$ cat src/rtl/uart_rx_param.sv
// uart_rx_param: oversampling UART receiver; data_in/en in, majority-voted word out on data_out with valid/ready handshake and parity/frame/overrun, start/busy/done status
module uart_rx_param #(
  parameter int DATA_BITS  = 8,
  parameter int OVERSAMPLE = 16,
  parameter int PARITY_EN  = 0,
  parameter int PARITY_ODD = 0,
  parameter int STOP_BITS  = 1
) (
  input  logic                 rx_clk,
  input  logic                 rst_n,
  input  logic                 en,
  input  logic                 data_in,
  input  logic                 ready,
  output logic [DATA_BITS-1:0] data_out,
  output logic                 valid,
  output logic                 parity_err,
  output logic                 frame_err,
  output logic                 overrun_err,
  output logic                 start,
  output logic                 busy,
  output logic                 done
);
  localparam int M  = OVERSAMPLE / 2;
  localparam int CW = $clog2(OVERSAMPLE);
  localparam int BW = $clog2(DATA_BITS + 1);
  localparam logic [CW-1:0] V0   = CW'(M - 1);
  localparam logic [CW-1:0] V1   = CW'(M);
  localparam logic [CW-1:0] V2   = CW'(M + 1);
  localparam logic [CW-1:0] CMAX = CW'(OVERSAMPLE - 1);
  localparam logic [BW-1:0] BLAST = BW'(DATA_BITS - 1);
  localparam logic [BW-1:0] SLAST = BW'(STOP_BITS - 1);
  localparam logic          ODD   = 1'(PARITY_ODD);
  typedef enum logic [2:0] {IDLE, START, DATA, PARITY, STOP} state_t;
  state_t state, state_n;
  logic s1, s2, prev;
  logic [CW-1:0] cnt;
  logic [BW-1:0] bcnt;
  logic [1:0] smp;
  logic [DATA_BITS-1:0] sh;
  logic perr_acc, ferr_acc;
  logic fall, at_vote, vote, last_bit, complete;
  always_ff @(posedge rx_clk or negedge rst_n)
    if (!rst_n) begin
      s1   <= 1'b1;
      s2   <= 1'b1;
      prev <= 1'b1;
    end else begin
      s1 <= data_in;
      s2 <= s1;
      if (en) prev <= s2;
    end
  assign fall     = prev & ~s2;
  assign at_vote  = en && cnt == V2;
  assign vote     = (smp[0] & smp[1]) | (smp[0] & s2) | (smp[1] & s2);
  assign last_bit = bcnt == BLAST;
  assign complete = at_vote && state == STOP && bcnt == SLAST;
  always_ff @(posedge rx_clk or negedge rst_n)
    if (!rst_n) state <= IDLE;
    else state <= state_n;
  always_comb begin
    state_n = state;
    unique case (state)
      IDLE:    state_n = en && fall ? START : IDLE;
      START:   state_n = at_vote ? (vote ? IDLE : DATA) : START;
      DATA:    state_n = at_vote && last_bit ? (PARITY_EN != 0 ? PARITY : STOP) : DATA;
      PARITY:  state_n = at_vote ? STOP : PARITY;
      STOP:    state_n = complete ? IDLE : STOP;
      default: state_n = IDLE;
    endcase
    start = state == START;
    busy  = state == DATA || state == PARITY || state == STOP;
  end
  always_ff @(posedge rx_clk or negedge rst_n)
    if (!rst_n) begin
      cnt      <= '0;
      bcnt     <= '0;
      smp      <= '0;
      sh       <= '0;
      perr_acc <= 1'b0;
      ferr_acc <= 1'b0;
    end else if (en) begin
      if (state == IDLE) begin
        cnt      <= '0;
        bcnt     <= '0;
        perr_acc <= 1'b0;
        ferr_acc <= 1'b0;
      end else begin
        cnt <= cnt == CMAX ? '0 : cnt + 1'b1;
        if (cnt == V0) smp[0] <= s2;
        if (cnt == V1) smp[1] <= s2;
        if (at_vote && state == DATA) begin
          sh   <= {vote, sh[DATA_BITS-1:1]};
          bcnt <= last_bit ? '0 : bcnt + 1'b1;
        end
        if (at_vote && state == PARITY) perr_acc <= ((^sh) ^ vote) != ODD;
        if (at_vote && state == STOP) begin
          ferr_acc <= ferr_acc | ~vote;
          bcnt     <= bcnt + 1'b1;
        end
      end
    end
  always_ff @(posedge rx_clk or negedge rst_n)
    if (!rst_n) begin
      data_out    <= '0;
      valid       <= 1'b0;
      parity_err  <= 1'b0;
      frame_err   <= 1'b0;
      overrun_err <= 1'b0;
      done        <= 1'b0;
    end else begin
      done        <= complete;
      overrun_err <= complete && valid && !ready;
      if (complete && (!valid || ready)) begin
        data_out   <= sh;
        parity_err <= perr_acc;
        frame_err  <= ferr_acc | ~vote;
        valid      <= 1'b1;
      end else if (valid && ready) valid <= 1'b0;
    end
endmodule

$ cat config.mk
export PLATFORM = sky130hd
export DESIGN_NAME = uart_rx_param
export DESIGN_NICKNAME = d
export VERILOG_FILES = /design/src/rtl/uart_rx_param.sv
export SDC_FILE = /design/constraint.sdc
export NUM_CORES = 1
export LEC_CHECK = 0
export BUFFER_PORTS_ARGS = -buffer_cell sky130_fd_sc_hd__buf_4
export CORE_MARGIN = 1
export CORE_UTILIZATION = 45
export CTS_BUF_LIST = sky130_fd_sc_hd__clkbuf_16
export CTS_CLUSTER_SIZE = 20
export DETAILED_ROUTE_END_ITERATION = 8
export MAX_ROUTING_LAYER = met4
export PLACE_DENSITY_LB_ADDON = 0.05
export SLEW_MARGIN = 25
export SYNTH_ARGS = -nofsm -noshare
export SYNTH_HDL_FRONTEND = slang
export SYNTH_SLANG_ARGS = --single-unit
$ cat constraint.sdc
create_clock -name rx_clk -period 4.4 [get_ports rx_clk]
set_input_delay 0.22 -clock rx_clk [delete_from_list [all_inputs] [get_ports rx_clk]]
set_output_delay 0.22 -clock rx_clk [all_outputs]
set_load 0.05 [all_outputs]
# [After elaboration in Yosys (flattened, before gate mapping)]
# Cells that the tools add are included.
[word_totals] output_inout_bits=15 elab_cells=87 n_memories=0 reg_bits=39 inputBits=5 rom_bits=0 latchBits=0 ramBits=0
[classes] addsub=2 eq_ne=9 n_bitwise=11 n_lt_le_gt_ge=0 muxes=19 mul=0 reduce_logical=29 shifts=0 div=0
[ops] cell="4-bit two-way mux" n=6
[ops] cell="3-bit one-hot mux with 5 select lines" n=1
[ops] cell="4-bit equality test, second input constant" n=3
[ops] cell="1-bit logical AND" n=11
[ops] cell="3-bit two-way mux" n=3
[ops] cell="3-bit AND reduction" n=3
[ops] cell="4-bit by 1-bit adder with 4-bit output, second input constant" n=2
[ops] cell="4-bit by 3-bit equality test with 1-bit output, second input constant" n=2
[ops] cell="8-bit parity" n=1
[ops] cell="1-bit two-way mux" n=7
[ops] cell="3-bit by 2-bit equality test with 1-bit output, second input constant" n=2
[ops] cell="2-bit AND reduction" n=3
[ops] cell="2-bit nonzero test" n=3
[ops] cell="1-bit bitwise AND" n=4
[ops] cell="4-bit logical NOT" n=1
[ops] cell="2-bit two-way mux" n=2
[ops] cell="3-bit by 1-bit equality test with 1-bit output, second input constant" n=1
[ops] cell="3-bit equality test, second input constant" n=1
[ops] cell="3-bit logical NOT" n=1
[ops] cell="1-bit logical OR" n=3
[ops] cell="1-bit inverter" n=3
[ops] cell="1-bit OR" n=3
[ops] cell="3-bit nonzero test" n=1
[ops] cell="1-bit logical NOT" n=2
[ops] cell="1-bit XOR" n=1

# [Logic depth before layout (Yosys ltp)]
[logic_depth] ltp_word=7 depth_mapped=8 mapped_depth_nobuf=6

# [Least setup slack after synthesis]
# No wires, ideal clock.
[synth_timing] path_type="register to output" from="reg state[0]" to="out start" t_required_ns=4.180 arrival_time_ns=1.420 slack_ns=2.760 path_stages_with_launch=4 n_path_buf=1 cell_sequence="dfrtp_1 > clkbuf_1 > nand2b_1 > nor2_1"
[synth_between] elab_chain_len=1
[synth_lines] item="start: declaration" line_no="34" text="state_t state, state_n;"
[synth_lines] item="start signal: assignment" line_no="59" text="else state <= state_n;"
[synth_lines] item="3-bit by 1-bit equality test with 1-bit output" line_no="70" text="start = state == START;"
[synth_lines] item="end: declaration" line_no="19" text="output logic start,"
# Every way passes these cells.

# [Worst setup path after layout]
[layout_timing] from="reg cnt[1]" to="reg data_out[3]"
[layout_between] elab_chain_len=5
[layout_lines] item="start: declaration" line_no="36" text="logic [CW-1:0] cnt;"
[layout_lines] item="start signal: assignment" line_no="88" text="cnt <= cnt == CMAX ? '0 : cnt + 1'b1;"
[layout_lines] item="4-bit equality test" line_no="53" text="assign at_vote = en && cnt == V2;"
[layout_lines] item="1-bit logical AND" line_no="53"
[layout_lines] item="1-bit logical AND (2 in series)" line_no="56" text="assign complete = at_vote && state == STOP && bcnt == SLAST;"
[layout_lines] item="1-bit logical AND" line_no="113" text="if (complete && (!valid || ready)) begin"
[layout_lines] item="end signal: assignment" line_no="114" text="data_out <= sh;"
[layout_lines] item="end: declaration" line_no="14" text="output logic [DATA_BITS-1:0] data_out,"
# Every way passes these cells.
# A chain may end at the register's enable or synchronous reset.

==> flow_summary.toml <==
[clocking]
clkTransAtPathRegs_ps = 60
clockBufferDepth = 2
cts_tree = "yes"
clk_latency_ps = 280
clockRootBuffer = "clkbuf_16"
postCtsSetupBuffers = 0
cts_max_level = 2
clock_sinks = 39
cts_buffers = 5

[detailed_routing]
ant_nets = 0
wl_um = 3390
route.detailed.drc = 0
vias_per_cell = 5.26
drt_pass1_iterations = 4
vias = 1200
wl_per_cell_um = 14.8
drt_iter0_markers = 51

[min_path]
hp-class = "in2reg"
holdPathEnd = "s1"
min_from = "data_in"
holdPathStages = 1

[synth]
ys_types = 44
synth_seq_cells = 39
synth_edf_count = 0
syn_area_um2 = 1900
avgSynthCellArea_um2 = 12.2
syn_nets = 166
ys.flop_type = "dfrtp_1"
async_flop_share_pct = 100
synth-seq-area-share_pct = 51.5
synth_warnings = 0
netlist_instances = 156

[timing]
finalHoldViolCount = 0
period_share_pct = 46.6
finalSetupViolCount = 0
max_freq_mhz = 488
finalClockSkew_ps = 4.58
setup_tns_ps = 0
worst_slew_pin_slew_ps = 680
slew_headroom_pct = 54.4
finalMaxSlewViolations = 0
hold_ws_ps = 42.8
fin_crit_ps = 2050
rsz0062_at_grt = "no"

[cells_and_area]
n_antenna_cell = 0
final_util_pct = 56.1
instances_no_fill = 228
design_area_um2 = 2260
area_delta_synth_final_pct = 18.8
drive_above_1_share_pct = 32.6
num-nets-final = 187
fillers = 366

[setup_path]
r2r_end = "data_out[3]"
worst_ep_arrival_time_ps = 2210
cp_data_required_time_ps = 4560
crit_type = "reg2reg"
crit_fanout = 12
reg2reg_from = "cnt[1]"
endpoint_kind = "register"
r2r_slack_ps = 2350
reg2reg_depth = 5
cp-start-kind = "register"

[global_route]
grt.overflow.total = 0
grt_pass1_wl_um = 5590
grt_usage_pct = 17.7
grt_pass1_vias = 1186
grt_max_degree = 40
antenna_found_initial = 0

[power_and_ir_drop]
power_density_nw_per_um2 = 503
p_leak_nw = 1.10
irDropWorstVdd_uv = 278

[floorplanning]
start_util_pct = 47.2
core.rowCount = 23
dieArea_um2 = 4490
die_x_um = 67.0
fp.dieH_um = 67.0
core_area_um2 = 4030
io_pins = 20

[placed_design]
hpwl_um = 2280
dp_cells = 219
portBuffers = 19
place.gp.congestion = 0.800
place_area_um2 = 2060

[job]
maxCapViolCount = 0

[status]
status = "completed"
==> timing repair <==
action,4_1_cts,5_1_grt
gates resized for setup,0,0
hold endpoints to repair,36,0
hold buffers,1,0
==> state kept, by name, summed over array words and instances (netlist names), 2 cells and up <==
register,cells
bcnt,4
cnt,4
data_out,8
sh,8
smp,2
state,3
==> power by group <==
| part | switching [W] | internal (W) |
|---|---|---|
| registers | 0.0000594 | 0.000402 |
| logic | 0.000118 | 0.0000933 |
| clock network | 0.000142 | 0.000323 |
==> worst max-delay path, cell delays in order (launching register included) <==
cell	delay, ps
dfrtp_1	410
inv_1	110
ha_1	140
and4b_1	400
nand4_2	430
mux2_4	430
==> cells in the final DEF, fill, tap and decap left out, drive strengths merged, types with 4 or more instances in the layout <==
cell type / instances
dfrtp: 36
mux2: 20
buf: 19
nand2: 12
o21ai: 11
inv: 8
nor2: 7
xnor2: 6
ha: 5
clkbuf: 5
nand2b: 4
==> cells by family (layout without fill, tap and decap cells) <==
logic type	after synthesis	count (layout)	synth area share [%]
adders and majority gates	6	6	3.81
and+or+nand+nor	43	43	13.3
muxes	20	20	13.0
DFF	39	39	51.5
buffers and inverters	13	35	3.81
xor gates and xnor gates	8	8	4.40
AOI/OAI and AO/OA	27	27	10.2
==> metrics by stage <==
stage | power [W] | setup WS, ps
floorplan | 0.000618 | 2760
global placement | 0.000667 | 2380
detailed placement | 0.000680 | 2340
CTS | 0.00115 | 2340
global route | 0.00120 | 2220
finish | 0.00114 | 2350
==> layout make-up <==
type / instances / area (um^2) / share of cell area, %
repair buffers: 20 / 153 / 6.75
clock buffers: 5 / 125 / 5.53
flip-flops and latches: 39 / 980 / 43.3
multi-input cells: 104 / 851 / 37.6
well taps: 50 / 62.6 / 2.77
clock inverters: 3 / 63.8 / 2.82
inverters: 7 / 26.3 / 1.16
==> worst max-delay path by stage <==
stage,from,endpoint,slack [ps]
floorplan,state[0],start,2760
global placement,cnt[1],data_out[6],2380
detailed placement,cnt[1],data_out[6],2340
CTS,cnt[1],data_out[3],2340
global route,cnt[1],data_out[5],2220
finish,cnt[1],data_out[3],2350
==> per-layer routing <==
layer / vias to the layer above / wire length [um] / part of all wire, % / track usage (%)
met1: 586 / 1650 / 49 / 23.3
met2: 19 / 1570 / 46 / 25.4
met4: 0 / 38 / 1.1 / 6.65
met5: - / 0 / 0 / -
li1: 591 / - / - / -
met3: 4 / 135 / 4.0 / 5.65
==> synthesized netlist by cell type, types with 2 or more instances <==
| cell | count | share of area [%] |
|---|---|---|
| a21oi_1 | 3 | 0.79 |
| a22o_1 | 2 | 0.92 |
| buf_4 | 2 | 0.79 |
| buf_6 | 2 | 1.2 |
| dfrtp_1 | 36 | 47 |
| dfstp_2 | 3 | 4.1 |
| ha_1 | 5 | 3.3 |
| inv_1 | 7 | 1.4 |
| mux2_2 | 14 | 8.3 |
| mux2_4 | 6 | 4.7 |
| nand2_1 | 10 | 2.0 |
| nand2_2 | 2 | 0.66 |
| nand2b_1 | 4 | 1.3 |
| nand3_1 | 3 | 0.79 |
| nand4b_1 | 2 | 0.92 |
| nor2_1 | 7 | 1.4 |
| nor2b_1 | 3 | 0.99 |
| o21ai_0 | 11 | 2.9 |
| o22ai_1 | 2 | 0.66 |
| o31ai_1 | 2 | 0.79 |
| or3_1 | 2 | 0.66 |
| xnor2_1 | 6 | 2.8 |
Power figures use the tool's default switching activity.
